**config.mk**
```make
export PLATFORM = sky130hd
export DESIGN_NAME = ascon_serial_loader
export DESIGN_NICKNAME = d
export VERILOG_FILES = /design/src/rtl/ascon_pkg.sv /design/src/rtl/ascon_field_buf.sv /design/src/rtl/ascon_serial_loader.sv
export SDC_FILE = /design/constraint.sdc
export NUM_CORES = 2
export LEC_CHECK = 0
export CORE_ASPECT_RATIO = 1.2
export CORE_MARGIN = 1.5
export CORE_UTILIZATION = 63
export DETAILED_ROUTE_END_ITERATION = 10
export GPL_TIMING_DRIVEN = 0
export PLACE_DENSITY = 0.8
export SYNTH_ARGS = -nofsm -noshare
export SYNTH_HDL_FRONTEND = slang
export SYNTH_SLANG_ARGS = --single-unit
```
**constraint.sdc**
```tcl
create_clock -name clk -period 2.5 [get_ports clk]
set_input_delay 0.375 -clock clk [delete_from_list [all_inputs] [get_ports clk]]
set_output_delay 0.375 -clock clk [all_outputs]
set_load 0.1 [all_outputs]
```
**src/rtl/ascon_pkg.sv**
```systemverilog
// Shared definitions for the ascon serial loader.
// Holds the host field-select codes, fixed field lengths, the loader FSM
// state type and a helper that sizes the common serial window.
package ascon_pkg;

    localparam logic [2:0] SEL_KEY   = 3'd0;
    localparam logic [2:0] SEL_NONCE = 3'd1;
    localparam logic [2:0] SEL_AD    = 3'd2;
    localparam logic [2:0] SEL_TEXT  = 3'd3;
    localparam logic [2:0] SEL_TAG   = 3'd4;

    localparam int unsigned TAG_LEN   = 128;
    localparam int unsigned NONCE_LEN = 128;

    typedef enum logic [1:0] {
        ST_IDLE,
        ST_SHIFT,
        ST_START,
        ST_WAIT_DONE
    } state_t;

    // Serial window length: the longest of the streamed fields.
    function automatic int unsigned max_len(input int unsigned a,
                                            input int unsigned b,
                                            input int unsigned c,
                                            input int unsigned d);
        int unsigned m;
        m = a;
        if (b > m) m = b;
        if (c > m) m = c;
        if (d > m) m = d;
        return m;
    endfunction

endpackage

```
**src/rtl/ascon_field_buf.sv**
```systemverilog
// One host-loaded field buffer.
// Words enter at the LSB end so the first word written ends up most
// significant. A word counter sets the full flag after LEN/W words; the
// bit-select output presents bit LEN-1-idx (0 once idx runs past LEN).
// Ports:
//   clk, rst   clock, synchronous active-low reset
//   clr        clear word counter and full flag
//   wr         write one word (ignored once full)
//   data       W-bit word
//   idx        serial bit index within the shared window
//   full       all LEN/W words received
//   bit_o      selected bit for the current idx
module ascon_field_buf
    import ascon_pkg::*;
#(
    parameter int unsigned LEN = 128,
    parameter int unsigned W   = 8,
    parameter int unsigned IW  = 7
) (
    input  logic          clk,
    input  logic          rst,
    input  logic          clr,
    input  logic          wr,
    input  logic [W-1:0]  data,
    input  logic [IW-1:0] idx,
    output logic          full,
    output logic          bit_o
);

    localparam int unsigned WORDS = LEN / W;
    localparam int unsigned CW    = $clog2(WORDS + 1);
    localparam int unsigned BW    = (LEN > 1) ? $clog2(LEN) : 1;

    logic [LEN-1:0] data_q;
    logic [CW-1:0]  cnt_q;
    logic           full_q;
    logic [BW-1:0]  pos;

    always_ff @(posedge clk) begin
        if (!rst) begin
            data_q <= '0;
            cnt_q  <= '0;
            full_q <= 1'b0;
        end else if (clr) begin
            cnt_q  <= '0;
            full_q <= 1'b0;
        end else if (wr && !full_q) begin
            data_q <= {data_q[LEN-W-1:0], data};
            cnt_q  <= cnt_q + CW'(1);
            if (cnt_q == CW'(WORDS - 1)) full_q <= 1'b1;
        end
    end

    always_comb begin
        pos   = '0;
        bit_o = 1'b0;
        if (32'(idx) < LEN) begin
            pos   = BW'(LEN - 1 - 32'(idx));
            bit_o = data_q[pos];
        end
    end

    assign full = full_q;

endmodule

```
**src/rtl/ascon_serial_loader.sv**
```systemverilog
// Upstream feeder for the ascon core.
// The host loads key, nonce, associated data, text and tag as W-bit words;
// on a go request the block streams every field MSB-first in one shared
// MAX-cycle window, holds the encryption or decryption start line high for
// START_CYC cycles, then waits for the core's done flag.
// Ports:
//   clk, rst                 clock, synchronous active-low reset
//   in_valid/in_ready        host word handshake
//   in_data, in_sel          word and field select (0 key .. 4 tag)
//   go_enc, go_dec           run requests
//   done_i                   core finished (encryption_r | decryption_r)
//   key_SO .. tag_SO         registered serial field bits
//   encryption_s_SO,
//   decryption_s_SO          registered core start lines
//   busy                     not IDLE
//   done, go_err, in_err     one-cycle status pulses
module ascon_serial_loader
    import ascon_pkg::*;
#(
    parameter int unsigned k         = 128,
    parameter int unsigned A_l       = 112,
    parameter int unsigned text_l    = 128,
    parameter int unsigned W         = 8,
    parameter int unsigned START_CYC = 5
) (
    input  logic         clk,
    input  logic         rst,
    input  logic         in_valid,
    output logic         in_ready,
    input  logic [W-1:0] in_data,
    input  logic [2:0]   in_sel,
    input  logic         go_enc,
    input  logic         go_dec,
    input  logic         done_i,
    output logic         key_SO,
    output logic         nonce_SO,
    output logic         associated_SO,
    output logic         plaintext_SO,
    output logic         tag_SO,
    output logic         encryption_s_SO,
    output logic         decryption_s_SO,
    output logic         busy,
    output logic         done,
    output logic         go_err,
    output logic         in_err
);

    localparam int unsigned MAX = max_len(k, A_l, text_l, max_len(NONCE_LEN, TAG_LEN, 1, 1));
    localparam int unsigned IW  = (MAX > 1) ? $clog2(MAX) : 1;
    localparam int unsigned SW  = (START_CYC > 1) ? $clog2(START_CYC) : 1;

    state_t        state_q, state_d;
    logic [IW-1:0] i_q, i_d;
    logic [SW-1:0] sc_q, sc_d;
    logic          dec_q, dec_d;

    logic [4:0]    full;
    logic [4:0]    bits;
    logic [7:0]    full_ext;
    logic [4:0]    wr;
    logic          clr;

    logic key_d, nonce_d, ad_d, pt_d, tag_d, enc_s_d, dec_s_d;
    logic done_d, go_err_d, in_err_d;

    ascon_field_buf #(.LEN(k), .W(W), .IW(IW)) u_key (
        .clk(clk), .rst(rst), .clr(clr), .wr(wr[SEL_KEY]), .data(in_data),
        .idx(i_q), .full(full[SEL_KEY]), .bit_o(bits[SEL_KEY])
    );
    ascon_field_buf #(.LEN(NONCE_LEN), .W(W), .IW(IW)) u_nonce (
        .clk(clk), .rst(rst), .clr(clr), .wr(wr[SEL_NONCE]), .data(in_data),
        .idx(i_q), .full(full[SEL_NONCE]), .bit_o(bits[SEL_NONCE])
    );
    ascon_field_buf #(.LEN(A_l), .W(W), .IW(IW)) u_ad (
        .clk(clk), .rst(rst), .clr(clr), .wr(wr[SEL_AD]), .data(in_data),
        .idx(i_q), .full(full[SEL_AD]), .bit_o(bits[SEL_AD])
    );
    ascon_field_buf #(.LEN(text_l), .W(W), .IW(IW)) u_text (
        .clk(clk), .rst(rst), .clr(clr), .wr(wr[SEL_TEXT]), .data(in_data),
        .idx(i_q), .full(full[SEL_TEXT]), .bit_o(bits[SEL_TEXT])
    );
    ascon_field_buf #(.LEN(TAG_LEN), .W(W), .IW(IW)) u_tag (
        .clk(clk), .rst(rst), .clr(clr), .wr(wr[SEL_TAG]), .data(in_data),
        .idx(i_q), .full(full[SEL_TAG]), .bit_o(bits[SEL_TAG])
    );

    // Illegal selects 5-7 behave like permanently full fields.
    assign full_ext = {3'b111, full};

    assign in_ready = (state_q == ST_IDLE);
    assign busy     = (state_q != ST_IDLE);

    always_ff @(posedge clk) begin
        if (!rst) begin
            state_q         <= ST_IDLE;
            i_q             <= '0;
            sc_q            <= '0;
            dec_q           <= 1'b0;
            key_SO          <= 1'b0;
            nonce_SO        <= 1'b0;
            associated_SO   <= 1'b0;
            plaintext_SO    <= 1'b0;
            tag_SO          <= 1'b0;
            encryption_s_SO <= 1'b0;
            decryption_s_SO <= 1'b0;
            done            <= 1'b0;
            go_err          <= 1'b0;
            in_err          <= 1'b0;
        end else begin
            state_q         <= state_d;
            i_q             <= i_d;
            sc_q            <= sc_d;
            dec_q           <= dec_d;
            key_SO          <= key_d;
            nonce_SO        <= nonce_d;
            associated_SO   <= ad_d;
            plaintext_SO    <= pt_d;
            tag_SO          <= tag_d;
            encryption_s_SO <= enc_s_d;
            decryption_s_SO <= dec_s_d;
            done            <= done_d;
            go_err          <= go_err_d;
            in_err          <= in_err_d;
        end
    end

    // Outputs are decoded from the current state and registered, so each
    // state's effect appears one cycle later: bit i shows after SHIFT
    // cycle i, and the start line after each of the START_CYC START cycles.
    always_comb begin
        state_d  = state_q;
        i_d      = i_q;
        sc_d     = sc_q;
        dec_d    = dec_q;
        wr       = '0;
        clr      = 1'b0;
        key_d    = 1'b0;
        nonce_d  = 1'b0;
        ad_d     = 1'b0;
        pt_d     = 1'b0;
        tag_d    = 1'b0;
        enc_s_d  = 1'b0;
        dec_s_d  = 1'b0;
        done_d   = 1'b0;
        go_err_d = 1'b0;
        in_err_d = 1'b0;

        case (state_q)
            ST_IDLE: begin
                if (in_valid) begin
                    if (full_ext[in_sel]) in_err_d = 1'b1;
                    else                  wr = 5'b00001 << in_sel;
                end
                // Full flags here are the pre-write values of this cycle.
                if (go_enc || go_dec) begin
                    if (go_enc && go_dec) begin
                        go_err_d = 1'b1;
                    end else if (&full[SEL_TEXT:SEL_KEY] && (go_enc || full[SEL_TAG])) begin
                        state_d = ST_SHIFT;
                        i_d     = '0;
                        dec_d   = go_dec;
                    end else begin
                        go_err_d = 1'b1;
                    end
                end
            end
            ST_SHIFT: begin
                key_d   = bits[SEL_KEY];
                nonce_d = bits[SEL_NONCE];
                ad_d    = bits[SEL_AD];
                pt_d    = bits[SEL_TEXT];
                tag_d   = dec_q & bits[SEL_TAG];
                if (i_q == IW'(MAX - 1)) begin
                    state_d = ST_START;
                    sc_d    = '0;
                end else begin
                    i_d = i_q + IW'(1);
                end
            end
            ST_START: begin
                enc_s_d = ~dec_q;
                dec_s_d = dec_q;
                if (sc_q == SW'(START_CYC - 1)) state_d = ST_WAIT_DONE;
                else                            sc_d = sc_q + SW'(1);
            end
            ST_WAIT_DONE: begin
                if (done_i) begin
                    done_d  = 1'b1;
                    clr     = 1'b1;
                    state_d = ST_IDLE;
                end
            end
            default: state_d = ST_IDLE;
        endcase
    end

endmodule

```
==> flow_summary.yaml <==
outcome:
  status: "finished with violations"
  violations: "setup timing"
power_and_ir_drop:
  powerDensity_mw_per_mm2: 635
  power_frac_seq: 0.489
  sw_frac_of_total: 0.239
  leakagePower_nw: 11.4
  p_switching_mw: 5.31
  p_int_mw: 16.9
  comb_power_share: 0.059
  power_mw: 22.2
  ir_drop_v: 0.000576
  p_clk_frac: 0.453
yosys:
  yosys_warnings: 0
  ys_seq_area_frac: 0.445
  synthCells: 3394
  async_flop_share: 0
  ys_ff_latch: 676
  synth_edf_count: 0
  yosys.area_share.simple: 0.187
  syn_avg_cell_area_um2: 8.96
  synth_compound_area_frac: 0.181
  synth_cell_type_count: 59
  synth-adder-area-share: 0.00823
  synth-xor-area-share: 0.00605
  synthMuxAreaShare: 0.130
  syn_area_mm2: 0.0304
  synth_top_flop_cell: "dfxtp_1"
  synth_top_family_by_area: "simple AND/OR/NAND/NOR gates"
  synth.net_count: 3431
floorplan:
  io_pins: 29
  placementRows: 88
  fp.dieArea_mm2: 0.0496
  initial_core_util: 0.635
  core_area_mm2: 0.0479
  die_y_um: 244
  fp.dieW_um: 204
drt:
  drt-pass1-iter-count: 6
  vias: 25700
  post-route-drc-count: 0
  ant_nets: 0
  drt_iter0_markers: 2509
  wl_mm: 88.3
  wl_per_cell_um: 20.9
  routed_via_density: 6.09
grt:
  antenna_found_initial: 0
  grt_pass1_wl_mm: 136
  grt_max_degree: 15
  grt_overflow: 0
  grt_usage: 0.352
  grt_pass1_vias: 25200
sta:
  relSlewSlack: 0.302
  rsz0062_at_grt: "true"
  period_minus_slack_ns: 2.59
  hold_viol_final: 0
  fin_setup_tns_ns: -0.229
  min_period_over_period: 1.04
  setup_viol: 4
  final_max_slew_viol_count: 0
  hold_slack_ns: 0.244
  tightest_slew_ns: 1.05
  setup_slack_ns: -0.0908
  fmax_ghz: 0.386
  finClkSkew_ns: 0.0252
setup_path:
  crit_chain: "buf_4 > buf_6 > nor2_2 > a22oi_1 > a21oi_1 > a21oi_1 > o211a_1 > nor3_2"
  path_delay_family: "simple AND/OR/NAND/NOR gates"
  crit_arrival_ns: 3.11
  crit_type: "reg2reg"
  r2r-end: "nonce_SO"
  cp-end-kind: "flip-flop"
  startpoint_type: "flip-flop"
  slowest_delay_ns: 0.65
  r2r_cells: 8
  r2r_start: "i_q[1]"
  setup.worst_path.start: "i_q[1]"
  cp_max_fo: 10
  path_buf_inv: 2
  critPathSlowestCell: "nor2_2"
  critical_path_required_ns: 3.02
  cpMostUsedCell: "a21oi_1"
  r2r_setup_slack_ns: -0.09
clocking:
  htreeDepth: 3
  path_clk_slew_ns: 0.06
  clk_latency_ns: 0.63
  cts_made_buffers: 68
  clockBufferDepth: 3
  holdBufCountCts: 0
  cts_tree: "built"
  cts.root.buffer_cell: "clkbuf_16"
  clkSinkCount: 676
run:
  drv_cap: 0
cells_and_area:
  area_growth_pct: 14.9
  fill_cells: 3426
  final_nets: 3578
  antennaDiodeCount: 0
  drive_gt1_frac: 0.148
min_path:
  hold_path.class: "in2reg"
  hp-start: "in_sel[0]"
  min_to: "in_err"
  hold_depth: 3
place:
  portBuffers: 25
  dp_hpwl_mm: 60.8
  place_congestion: 0.933
## kinds of logic after synthesis
kind of cell             Yosys count
buffers and inverters            288
XOR/XNOR                          21
multiplexers                     207
adder cells (fa/ha/maj)           20
flip-flops                       676
AO/OA/AOI/OAI                    740
AND/OR/NAND/NOR                 1442
## state kept, by name (all words and copies together), names as in the netlist, 2 cells and up
name	cells
u_text.cnt_q	5
u_text.data_q	128
u_nonce.data_q	128
sc_q	3
u_key.data_q	128
u_tag.cnt_q	5
i_q	7
state_q	2
u_key.cnt_q	5
u_ad.cnt_q	4
u_nonce.cnt_q	5
u_ad.data_q	112
u_tag.data_q	128
## placed cells by master, fill, tap and decap left out, types with 9 or more instances in the layout
cell | netlist | layout
and2_1 | 10 | 9
clkbuf_1 | 160 | 109
clkbuf_16 | 0 | 71
nand4_1 | 9 | 9
ha_1 | 20 | 19
buf_2 | 87 | 49
xor2_1 | 14 | 14
nor2_1 | 55 | 51
clkbuf_2 | 0 | 63
mux4_2 | 149 | 149
nor2b_1 | 15 | 9
buf_4 | 9 | 54
a22oi_1 | 28 | 23
a21boi_1 | 16 | 23
buf_6 | 11 | 11
clkdlybuf4s50_1 | 0 | 21
dfxtp_1 | 676 | 675
clkbuf_4 | 0 | 18
o21ai_0 | 13 | 10
mux2i_1 | 55 | 51
inv_1 | 15 | 13
nand3_1 | 19 | 19
a21boi_0 | 611 | 604
clkinv_2 | 0 | 13
clkbuf_8 | 0 | 15
a21oi_1 | 21 | 20
buf_12 | 0 | 20
buf_16 | 0 | 9
nand2_1 | 1290 | 1289
## synth_stat cells, types with 19 or more instances
cell | n | share of area
nor2_1 | 55 | 0.0068
a21oi_1 | 21 | 0.0035
clkbuf_1 | 160 | 0.020
dfxtp_1 | 676 | 0.44
nand3_1 | 19 | 0.0031
mux4_2 | 149 | 0.11
a22oi_1 | 28 | 0.0069
buf_2 | 87 | 0.014
a21boi_0 | 611 | 0.15
nand2_1 | 1290 | 0.16
mux2i_1 | 55 | 0.018
ha_1 | 20 | 0.0082
## tightest hold or removal path, stage by stage
cell	delay (ns)
buf_2	0.20
o31ai_1	0.10
a21oi_1	0.13
## how the worst max path moves through the flow
stage	slack (ns)	depth (start not counted)	endpoint
after global placement	-1.08	10	nonce_SO
after floorplan	0.04	10	u_tag.data_q[107]
after detailed placement	-1.07	10	nonce_SO
after CTS	-0.1	10	nonce_SO
after global routing	-0.08	9	associated_SO
final	-0.09	8	nonce_SO
## final cells by class
class	instances	area (um2)	area share
clock inverter	20	155	0.00444
inverter	15	56.3	0.00161
timing repair buffer	77	779	0.0223
buffer	273	1850	0.0528
clock buffer	102	2000	0.0573
multi-input combinational	2430	15800	0.452
sequential	676	13500	0.387
tap	630	788	0.0226
## power groups by stage
stage          clock network, mW  registers, mW  logic [mW]
2_1_floorplan                  0           11.1       0.859
3_3_place_gp                   0           11.1        1.19
3_5_place_dp                   0           11.1        1.22
4_1_cts                     10.1           10.9        1.24
5_1_grt                     10.5           10.9        1.38
6_report                    10.0           10.9        1.30
## repair_timing
item / CTS / global route
gates resized for setup: 156 / 183
pin swaps: 6 / 12
setup endpoints to repair: 616 / 500
setup buffers: 21 / 30
cloned: 0 / 1
## routing by layer
| layer | vias up | global-route usage | part of all wire |
|---|---|---|---|
| li1 | 11800 | - | - |
| met1 | 12500 | 0.426 | 0.38 |
| met2 | 1140 | 0.586 | 0.48 |
| met3 | 296 | 0.0684 | 0.088 |
| met4 | 0 | 0.198 | 0.055 |
| met5 | - | 0 | 0 |
## through the flow
step           instances   util  worst slack [ns]  area [um2]
2_1_floorplan       3394      -            0.0448       30400
3_3_place_gp        4049  0.657             -1.08       31500
3_5_place_dp        4049  0.657             -1.07       31500
4_1_cts             4192  0.717           -0.0995       34300
5_1_grt             4223  0.730           -0.0774       34900
6_report            4223  0.730           -0.0908       34900
(Power assumes the default switching activity.)
